$ cat src/rtl/video_pkg.sv
// rtl/video_pkg.sv - shared video pipeline constants: filter codes, code width, vsync polarity
package video_pkg;

  localparam int FILTER_W = 2;

  typedef enum logic [FILTER_W-1:0] {
    SEPIA  = 2'd0,
    INVERT = 2'd1,
    GRAY   = 2'd2,
    THRESH = 2'd3
  } filter_code_e;

  localparam logic VSYNC_ACTIVE = 1'b1;

  // Step to the next filter code, wrapping after the last implemented filter.
  function automatic logic [FILTER_W-1:0] next_filter(input logic [FILTER_W-1:0] code,
                                                      input int num_filters);
    return (int'(code) >= num_filters - 1) ? SEPIA : code + 1'b1;
  endfunction

endpackage

$ cat src/rtl/edge_detect_rise.sv
// rtl/edge_detect_rise.sv - 1-bit rising-edge detector, combinational pulse in the first high cycle
module edge_detect_rise (
  input  logic clk,
  input  logic rst,
  input  logic d,
  output logic rise
);

  logic d_q;

  always_ff @(posedge clk) begin
    if (rst) d_q <= 1'b0;
    else     d_q <= d;
  end

  assign rise = d & ~d_q;

endmodule

$ cat src/rtl/filter_frame_ctrl.sv
// rtl/filter_frame_ctrl.sv - frame-synchronous filter select/bypass controller
// Auto-cycle mode is built only when FILTER_FRAME_CTRL_AUTO_EN is defined.
module filter_frame_ctrl
  import video_pkg::*;
#(
  parameter int NUM_FILTERS     = 4,
  parameter int FRAMES_PER_STEP = 60,
  parameter int CNT_W           = 8
) (
  input  logic                clk,
  input  logic                rst,
  input  logic                filters_en,
  input  logic [3:0]          sel_pulse,
  input  logic                auto_toggle,
  input  logic                vsync,
  output logic [FILTER_W-1:0] filter,
  output logic                bypass,
  output logic                pending,
  output logic                auto_active
);

  logic                fb;
  logic                sel_valid;
  logic [FILTER_W-1:0] sel_code;
  logic [FILTER_W-1:0] pend_filter;
  logic                pend_bypass;
  logic                pend_auto;
  logic [FILTER_W-1:0] pf_n;
  logic                pb_n;
  logic                pa_n;
  logic                step;
  logic [FILTER_W-1:0] adv_filter;

  edge_detect_rise u_fb (
    .clk  (clk),
    .rst  (rst),
    .d    (vsync == VSYNC_ACTIVE),
    .rise (fb)
  );

  // Descending scan so the lowest implemented set bit is the one that sticks.
  always_comb begin
    sel_valid = 1'b0;
    sel_code  = SEPIA;
    for (int i = NUM_FILTERS - 1; i >= 0; i--) begin
      if (sel_pulse[i]) begin
        sel_valid = 1'b1;
        sel_code  = FILTER_W'(i);
      end
    end
  end

  assign pf_n       = sel_valid ? sel_code : pend_filter;
  assign pb_n       = ~filters_en;
  assign adv_filter = next_filter(pf_n, NUM_FILTERS);

`ifdef FILTER_FRAME_CTRL_AUTO_EN
  logic [CNT_W-1:0] frame_cnt;

  assign pa_n = sel_valid ? 1'b0 : (pend_auto ^ auto_toggle);
  // Advance only in unbypassed auto mode that is not being cancelled at this boundary.
  assign step = fb & auto_active & ~bypass & pa_n &
                (frame_cnt == CNT_W'(FRAMES_PER_STEP - 1));

  always_ff @(posedge clk) begin
    if (rst) begin
      pend_auto   <= 1'b0;
      auto_active <= 1'b0;
      frame_cnt   <= '0;
    end else begin
      pend_auto <= pa_n;
      if (fb) begin
        auto_active <= pa_n;
        if (!auto_active && pa_n)
          frame_cnt <= '0;
        else if (auto_active && !bypass && pa_n)
          frame_cnt <= step ? '0 : frame_cnt + 1'b1;
      end
    end
  end
`else
  logic [CNT_W-1:0] unused_cfg;

  assign unused_cfg  = CNT_W'(FRAMES_PER_STEP) ^ {CNT_W{auto_toggle}};
  assign pa_n        = 1'b0;
  assign pend_auto   = 1'b0;
  assign auto_active = 1'b0;
  assign step        = 1'b0;
`endif

  // Requests landing in the boundary cycle are committed by that same boundary.
  always_ff @(posedge clk) begin
    if (rst) begin
      pend_filter <= SEPIA;
      pend_bypass <= 1'b1;
      filter      <= SEPIA;
      bypass      <= 1'b1;
    end else begin
      pend_filter <= step ? adv_filter : pf_n;
      pend_bypass <= pb_n;
      if (fb) begin
        filter <= step ? adv_filter : pf_n;
        bypass <= pb_n;
      end
    end
  end

  assign pending = (pend_filter != filter) | (pend_bypass != bypass) | (pend_auto != auto_active);

endmodule
$ cat config.mk
export PLATFORM = sky130hd
export DESIGN_NAME = filter_frame_ctrl
export DESIGN_NICKNAME = d
export VERILOG_FILES = /design/src/rtl/video_pkg.sv /design/src/rtl/edge_detect_rise.sv /design/src/rtl/filter_frame_ctrl.sv
export SDC_FILE = /design/constraint.sdc
export NUM_CORES = 1
export LEC_CHECK = 0
export CAP_MARGIN = 5
export CORE_AREA = 5 5 42 44
export DETAILED_ROUTE_END_ITERATION = 16
export DIE_AREA = 0 0 47 49
export SETUP_SLACK_MARGIN = 0.3
export SYNTH_ARGS = -nofsm -noshare
export SYNTH_HDL_FRONTEND = slang
export SYNTH_SLANG_ARGS = --single-unit
$ cat constraint.sdc
create_clock -name clk -period 1.6 [get_ports clk]
set_input_delay 0.32 -clock clk [delete_from_list [all_inputs] [get_ports clk]]
set_output_delay 0.32 -clock clk [all_outputs]
set_load 0.02 [all_outputs]
==> impl_metrics.csv, run 1 <==
group,metric,value,unit
status,status,"finished, final reports clean",
worst_setup_path,crit_arrival,1.45,ns
placement,io_buffer_count,11,
cells_and_area,fin_nets,54,
clock_network,h-tree-depth,1,
power,fin_total_pwr,0.433,mW
timing,finalWorstSetupSlack,0.328,ns
synthesis,synth_nets,37,
cells_and_area,fillers,155,
global_route,grt.overflow.total,0,
placement,pre_cts_slack,0.0651,ns
worst_setup_path,r2r_slack,0.51,ns
synthesis,muxShareOfSynthArea,0,%
timing,whs,0.431,ns
global_route,grt_pass1_vias,239,
timing,fin_tns_setup,0,ns
global_route,grt_pass1_wl,938,microns
clock_network,cts_num_sinks,7,
synthesis,synth-simple-area-share,26.0,%
clock_network,clk_latency,0.25,ns
timing,hold_viol_final,0,
synthesis,synth.yosys.warnings,0,
worst_setup_path,reg2reg_to,"filter[1]$_SDFFE_PP0P_",
floorplanning,fp.dieW,47,microns
clock_network,numCtsBuffers,3,
cells_and_area,diodes,0,
worst_hold_path,min_to,"pend_filter[1]$_SDFF_PP0_",
floorplanning,initial_utilization,20.3,%
worst_setup_path,r2r_start,"pend_filter[1]$_SDFF_PP0_",
clock_network,root_buffer,"clkbuf_4",
floorplanning,die_y,49,microns
drt,vias,249,
power,power_density,901,mW/mm^2
worst_hold_path,min-delay-start,"sel_pulse[2]",
clock_network,clk_pin_slew,0.05,ns
synthesis,synth_common_cells,"dfxtp_1, xnor2_1, nor2_1, nor3_1",
floorplanning,rows,14,
synthesis,syn_inst,28,
worst_setup_path,reg2reg_depth,3,
power,ir_drop,0.446,mV
synthesis,synth-compound-area-share,11.5,%
timing,skew,0.00192,ns
synthesis,synth_top_family_by_area,"simple AND/OR/NAND/NOR gates",
global_route,grtUsageTotal,6.00,%
clock_network,clockBufferDepth,2,
drt,viasPerCell,4.15,
worst_setup_path,worst_setup_path_start_kind,"input pin",
drt,ant_nets,0,
worst_setup_path,crit_fanout,2,
synthesis,ys.flop_type,"dfxtp_1",
drt,drc_errors,0,
floorplanning,fp.coreArea,0.00140,sq mm
cells_and_area,syn2layout_area_growth,69.2,%
synthesis,synth_largest_area_cell,"dfxtp_1",
flow_run,max_cap_violations,0,
cells_and_area,instances_no_fill,60,
synthesis,synthArstFlopShare,0,%
worst_setup_path,crit_path_cell_trace,"clkdlybuf4s50_1, nand2b_4, or4_1, a21oi_1",
drt,wl_per_cell,9.38,microns
global_route,grt_antenna_before_repair,0,
power,leakage,0.202,nW
placement,dp_hpwl,455,microns
floorplanning,die_area,0.00230,sq mm
timing,rsz0062_at_grt,"yes",
timing,timing.fmax,786,MHz
worst_hold_path,hold_path.class,"in -> reg",
synthesis,synth_edf_count,0,
synthesis,syn_avg_cell_area,10.1,sq um
drt,drtIter0Drc,0,
cells_and_area,drive_above_1_share,36.4,%
synthesis,synthXorXnorAreaFrac,9.25,%
synthesis,ys_seq_area_share,49.3,%
timing,setup_viol,0,
synthesis,yosysTopAreaCellShare,49.3,%
timing,period_minus_slack,1.27,ns
timing,slew_viol_final,0,
worst_setup_path,slowest_stage,"clkdlybuf4s50_1",
drt,wl,563,microns
worst_setup_path,required,1.77,ns
drt,firstDrtPassIters,1,
clock_network,cts_tree,"yes",
global_route,grt_max_degree,9,
synthesis,synth_cell_types,18,
timing,fin_crit_sh,79.5,%
synthesis,ys_seq_elements,7,
worst_hold_path,hold_depth,3,
synthesis,yosysMostFrequentCell,"dfxtp_1",
floorplanning,io_pins,14,
synthesis,synthTopCellsByArea,"dfxtp_1, xnor2_1, nand2b_4",
worst_setup_path,critical-path-max-stage-delay,0.52,ns
worst_setup_path,cp-end-kind,"flip-flop",
synthesis,synth_fa_ha_area_share,0,%
clock_network,post_cts_buffers,0,
placement,dp_cells,56,
worst_setup_path,critPathKind,"in -> reg",
synthesis,synth_area,284,sq um
placement,place.gp.congestion,0.657,
-- through the flow --
step / util [%] / cell area, sq um
finish: 34.3 / 480
floorplan: - / 284
CTS: 31.7 / 444
global placement: 30.1 / 422
detailed placement: 30.1 / 422
global route: 34.3 / 480
-- how the worst max path moves through the flow --
stage                     slack [ns]                endpoint  cells past startpoint              startpoint
after detailed placement        0.07  filter[1]$_SDFFE_PP0P_                      4            sel_pulse[3]
after CTS                       0.10                 pending                      3  filter[0]$_SDFFE_PP0P_
final                           0.33  filter[1]$_SDFFE_PP0P_                      4                   vsync
after global placement          0.07  filter[1]$_SDFFE_PP0P_                      4            sel_pulse[3]
after global routing            0.26                 pending                      3     bypass$_SDFFE_PP1P_
after floorplan                 0.48                 pending                      2     bypass$_SDFFE_PP1P_
-- critical path: cells and delay by family --
family                 cells  cell delay [ns]
AOI/OAI and AO/OA          1             0.14
buffers and inverters      1             0.52
and+or+nand+nor            2             0.46
-- report_power, final --
group / internal, mW / switching, mW / leakage [nW]
Sequential: 0.185 / 0.00832 / 0.0591
Clock: 0.0949 / 0.0602 / 0.0150
Combinational: 0.0500 / 0.0342 / 0.128
Total: 0.330 / 0.103 / 0.202
-- per-layer routing --
metal,up-vias,global-route usage [%],wire (microns)
li1,131,-,-
met1,108,5.99,214
met2,10,7.92,274
met3,0,6.27,73
met4,0,2.76,0
met5,-,0,0
-- cell families (layout without fill, tap and decap cells) --
kind of cell,after synthesis,in the layout
AO/OA/AOI/OAI,4,4
XOR/XNOR,3,3
buffers and inverters,1,17
flip-flops,7,7
other,1,1
AND/OR/NAND/NOR,12,12
-- what timing repair did --
item                                   CTS  global route
gates cloned                             0             0
hold buffers                             0             0
setup endpoints to repair                4             5
endpoints found under the hold margin    0             0
gates resized for setup                  5            15
pin swaps                                0             5
-- registers in the layout, indices dropped and copies added, names as in the netlist --
register and flops:
filter 2, pend_bypass 1, u_fb.d_q 1, pend_filter 2, bypass 1
-- cell type report --
cell class | count | area (sq um) | share of cell area, %
multi-input cells | 20 | 159 | 33.1
flip-flops and latches | 7 | 146 | 30.5
repair buffers | 13 | 129 | 26.8
clock buffers | 4 | 26.3 | 5.47
well taps | 16 | 20.0 | 4.17
-- cell usage in the layout, fill, tap and decap left out, types with 2 or more instances in the layout --
master,count
buf_4,2
dlygate4sd2_1,2
nor2_1,2
clkdlybuf4s50_1,5
dfxtp_1,2
clkbuf_4,3
dfxtp_2,5
nor3_1,2
dlymetal6s2s_1,2
xnor2_2,3
No activity file was read; power rests on OpenSTA's default activity.
==> run 2: changes to the inputs <==
clock period = 1.05 ns   (was 1.6 ns; I/O delays follow)
==> run 2 against run 1 <==
The run now ends with negative setup slack left. Global-route usage is 1.6 points higher. Combinational power is 120% higher. Clock power rose by 58%. Clock skew fell by 0.00072 ns. Sequential power increased by 52%. Sequential share of layout area down 6.7 points. Largest power group unchanged. Register-to-register slack worse by 0.55 ns. Via count rose by 16%. Cell count up 17%. Flip-flop and latch count unchanged. Wire length grew 24%. Total power increased by 67%. Highest routed layer unchanged.
==> impl_metrics.csv, run 2 (synthesis results as in run 1) <==
group,metric,value,unit
drt,firstDrtPassIters,2,
cells_and_area,syn2layout_area_growth,117,%
floorplanning,fp.dieW,47,microns
worst_setup_path,startpoint,"pend_filter[1]$_SDFF_PP0_",
global_route,grt.overflow.total,0,
worst_hold_path,hold_path.class,"in -> reg",
clock_network,clk_latency,0.25,ns
power,ir_drop,0.541,mV
drt,ant_nets,0,
cells_and_area,fillers,140,
worst_setup_path,reg2reg_depth,4,
floorplanning,die_y,49,microns
cells_and_area,drive_above_1_share,61.1,%
worst_setup_path,required,0.84,ns
worst_setup_path,cp-end-kind,"output pin",
status,status,"finished with violations",
worst_setup_path,crit_fanout,2,
power,power_density,1180,mW/mm^2
placement,dp_hpwl,529,microns
timing,finalWorstSetupSlack,-0.120,ns
global_route,grtUsageTotal,7.62,%
cells_and_area,layout_common_cells,"buf_6, dlygate4sd2_1, dfxtp_2, buf_4, clkbuf_4",
clock_network,root_buffer,"clkbuf_4",
global_route,grt_antenna_before_repair,0,
cells_and_area,reg_top3,"filter (2), pend_filter (2)",
global_route,grt_pass1_wl,1.19,mm
clock_network,clockBufferDepth,2,
drt,wl,696,microns
clock_network,clk_pin_slew,0.05,ns
drt,viasPerCell,4.14,
cells_and_area,diodes,0,
floorplanning,io_pins,14,
power,leakage,0.264,nW
timing,skew,0.00120,ns
drt,drtIter0Drc,3,
drt,vias,290,
timing,whs,0.368,ns
cells_and_area,post-route-util,43.9,%
floorplanning,die_area,0.00230,sq mm
cells_and_area,fin_nets,64,
global_route,grt_pass1_vias,297,
status,violations,"negative setup slack",
timing,timing.fmax,855,MHz
timing,period_minus_slack,1.17,ns
worst_hold_path,min-delay-start,"sel_pulse[0]",
timing,fin_tns_setup,-0.228,ns
worst_setup_path,crit_arrival,0.96,ns
worst_hold_path,hold_depth,3,
timing,hold_viol_final,0,
clock_network,cts_tree,"yes",
placement,place.gp.congestion,0.570,
clock_network,h-tree-depth,1,
placement,io_buffer_count,11,
floorplanning,initial_utilization,20.3,%
floorplanning,fp.coreArea,0.00140,sq mm
worst_setup_path,worst_setup_path_start_kind,"flip-flop",
worst_setup_path,critPathKind,"reg -> out",
global_route,grt_max_degree,9,
timing,rsz0062_at_grt,"yes",
timing,fin_crit_sh,111,%
flow_run,max_cap_violations,0,
drt,wl_per_cell,9.94,microns
clock_network,numCtsBuffers,3,
timing,setup_viol,3,
clock_network,cts_num_sinks,7,
timing,slew_viol_final,0,
cells_and_area,layout_commonest_cell,"buf_6",
power,fin_total_pwr,0.724,mW
drt,drc_errors,0,
placement,pre_cts_slack,-0.358,ns
worst_setup_path,r2r_start,"pend_filter[1]$_SDFF_PP0_",
floorplanning,rows,14,
run 2: changes by cell type in the layout (fill, tap and decap cells not counted), sizes merged:
cell           change
buf               +13
clkdlybuf4s50      -4
dlygate4sd2        +4
dlymetal6s2s       -2
clkdlybuf4s15      -1
run 2: cell type report:
cell class	instances	area [sq um]	area share (%)
clock buffer	4	26.3	4.27
timing repair buffer	23	228	37.0
tap	16	20.0	3.25
multi-input combinational	20	195	31.7
sequential	7	146	23.8
run 2: metal layers:
metal  global-route usage [%]  share of wire, %
met1                     7.51                38
met2                     10.9                53
met3                     5.17               8.5
met4                     5.53                 0
met5                        0                 0
run 2: path summary, 6_finish.rpt:
path / slack (ns) / end
setup / recovery: -0.12 / pending
hold / removal: 0.37 / pend_filter[0]$_SDFF_PP0_
setup reg to reg: -0.04 / filter[1]$_SDFFE_PP0P_
hold reg to reg: 0.61 / filter[1]$_SDFFE_PP0P_
run 2: metrics by stage:
stage / cells / area, sq um
finish: 70 / 616
global route: 70 / 616
CTS: 69 / 584
detailed placement: 62 / 480
global placement: 62 / 480
floorplan: 28 / 298
run 2: power breakdown:
| part | leakage (nW) | internal (mW) | switching [mW] |
|---|---|---|---|
| Sequential | 0.0591 | 0.282 | 0.0117 |
| Combinational | 0.190 | 0.113 | 0.0730 |
| Clock | 0.0150 | 0.145 | 0.0997 |
run 2: what timing repair did:
| action | 4_1_cts | 5_1_grt |
|---|---|---|
| setup buffers | 3 | 1 |
| hold buffers | 0 | 0 |
| setup endpoints to repair | 11 | 9 |
| resized for setup | 43 | 5 |
| pin swaps | 6 | 4 |
run 2: worst max-delay path, cell delays in order, from the launching register on:
cell and delay (ns):
dfxtp_2 0.33, xnor2_2 0.14, nand3_1 0.10, buf_6 0.14
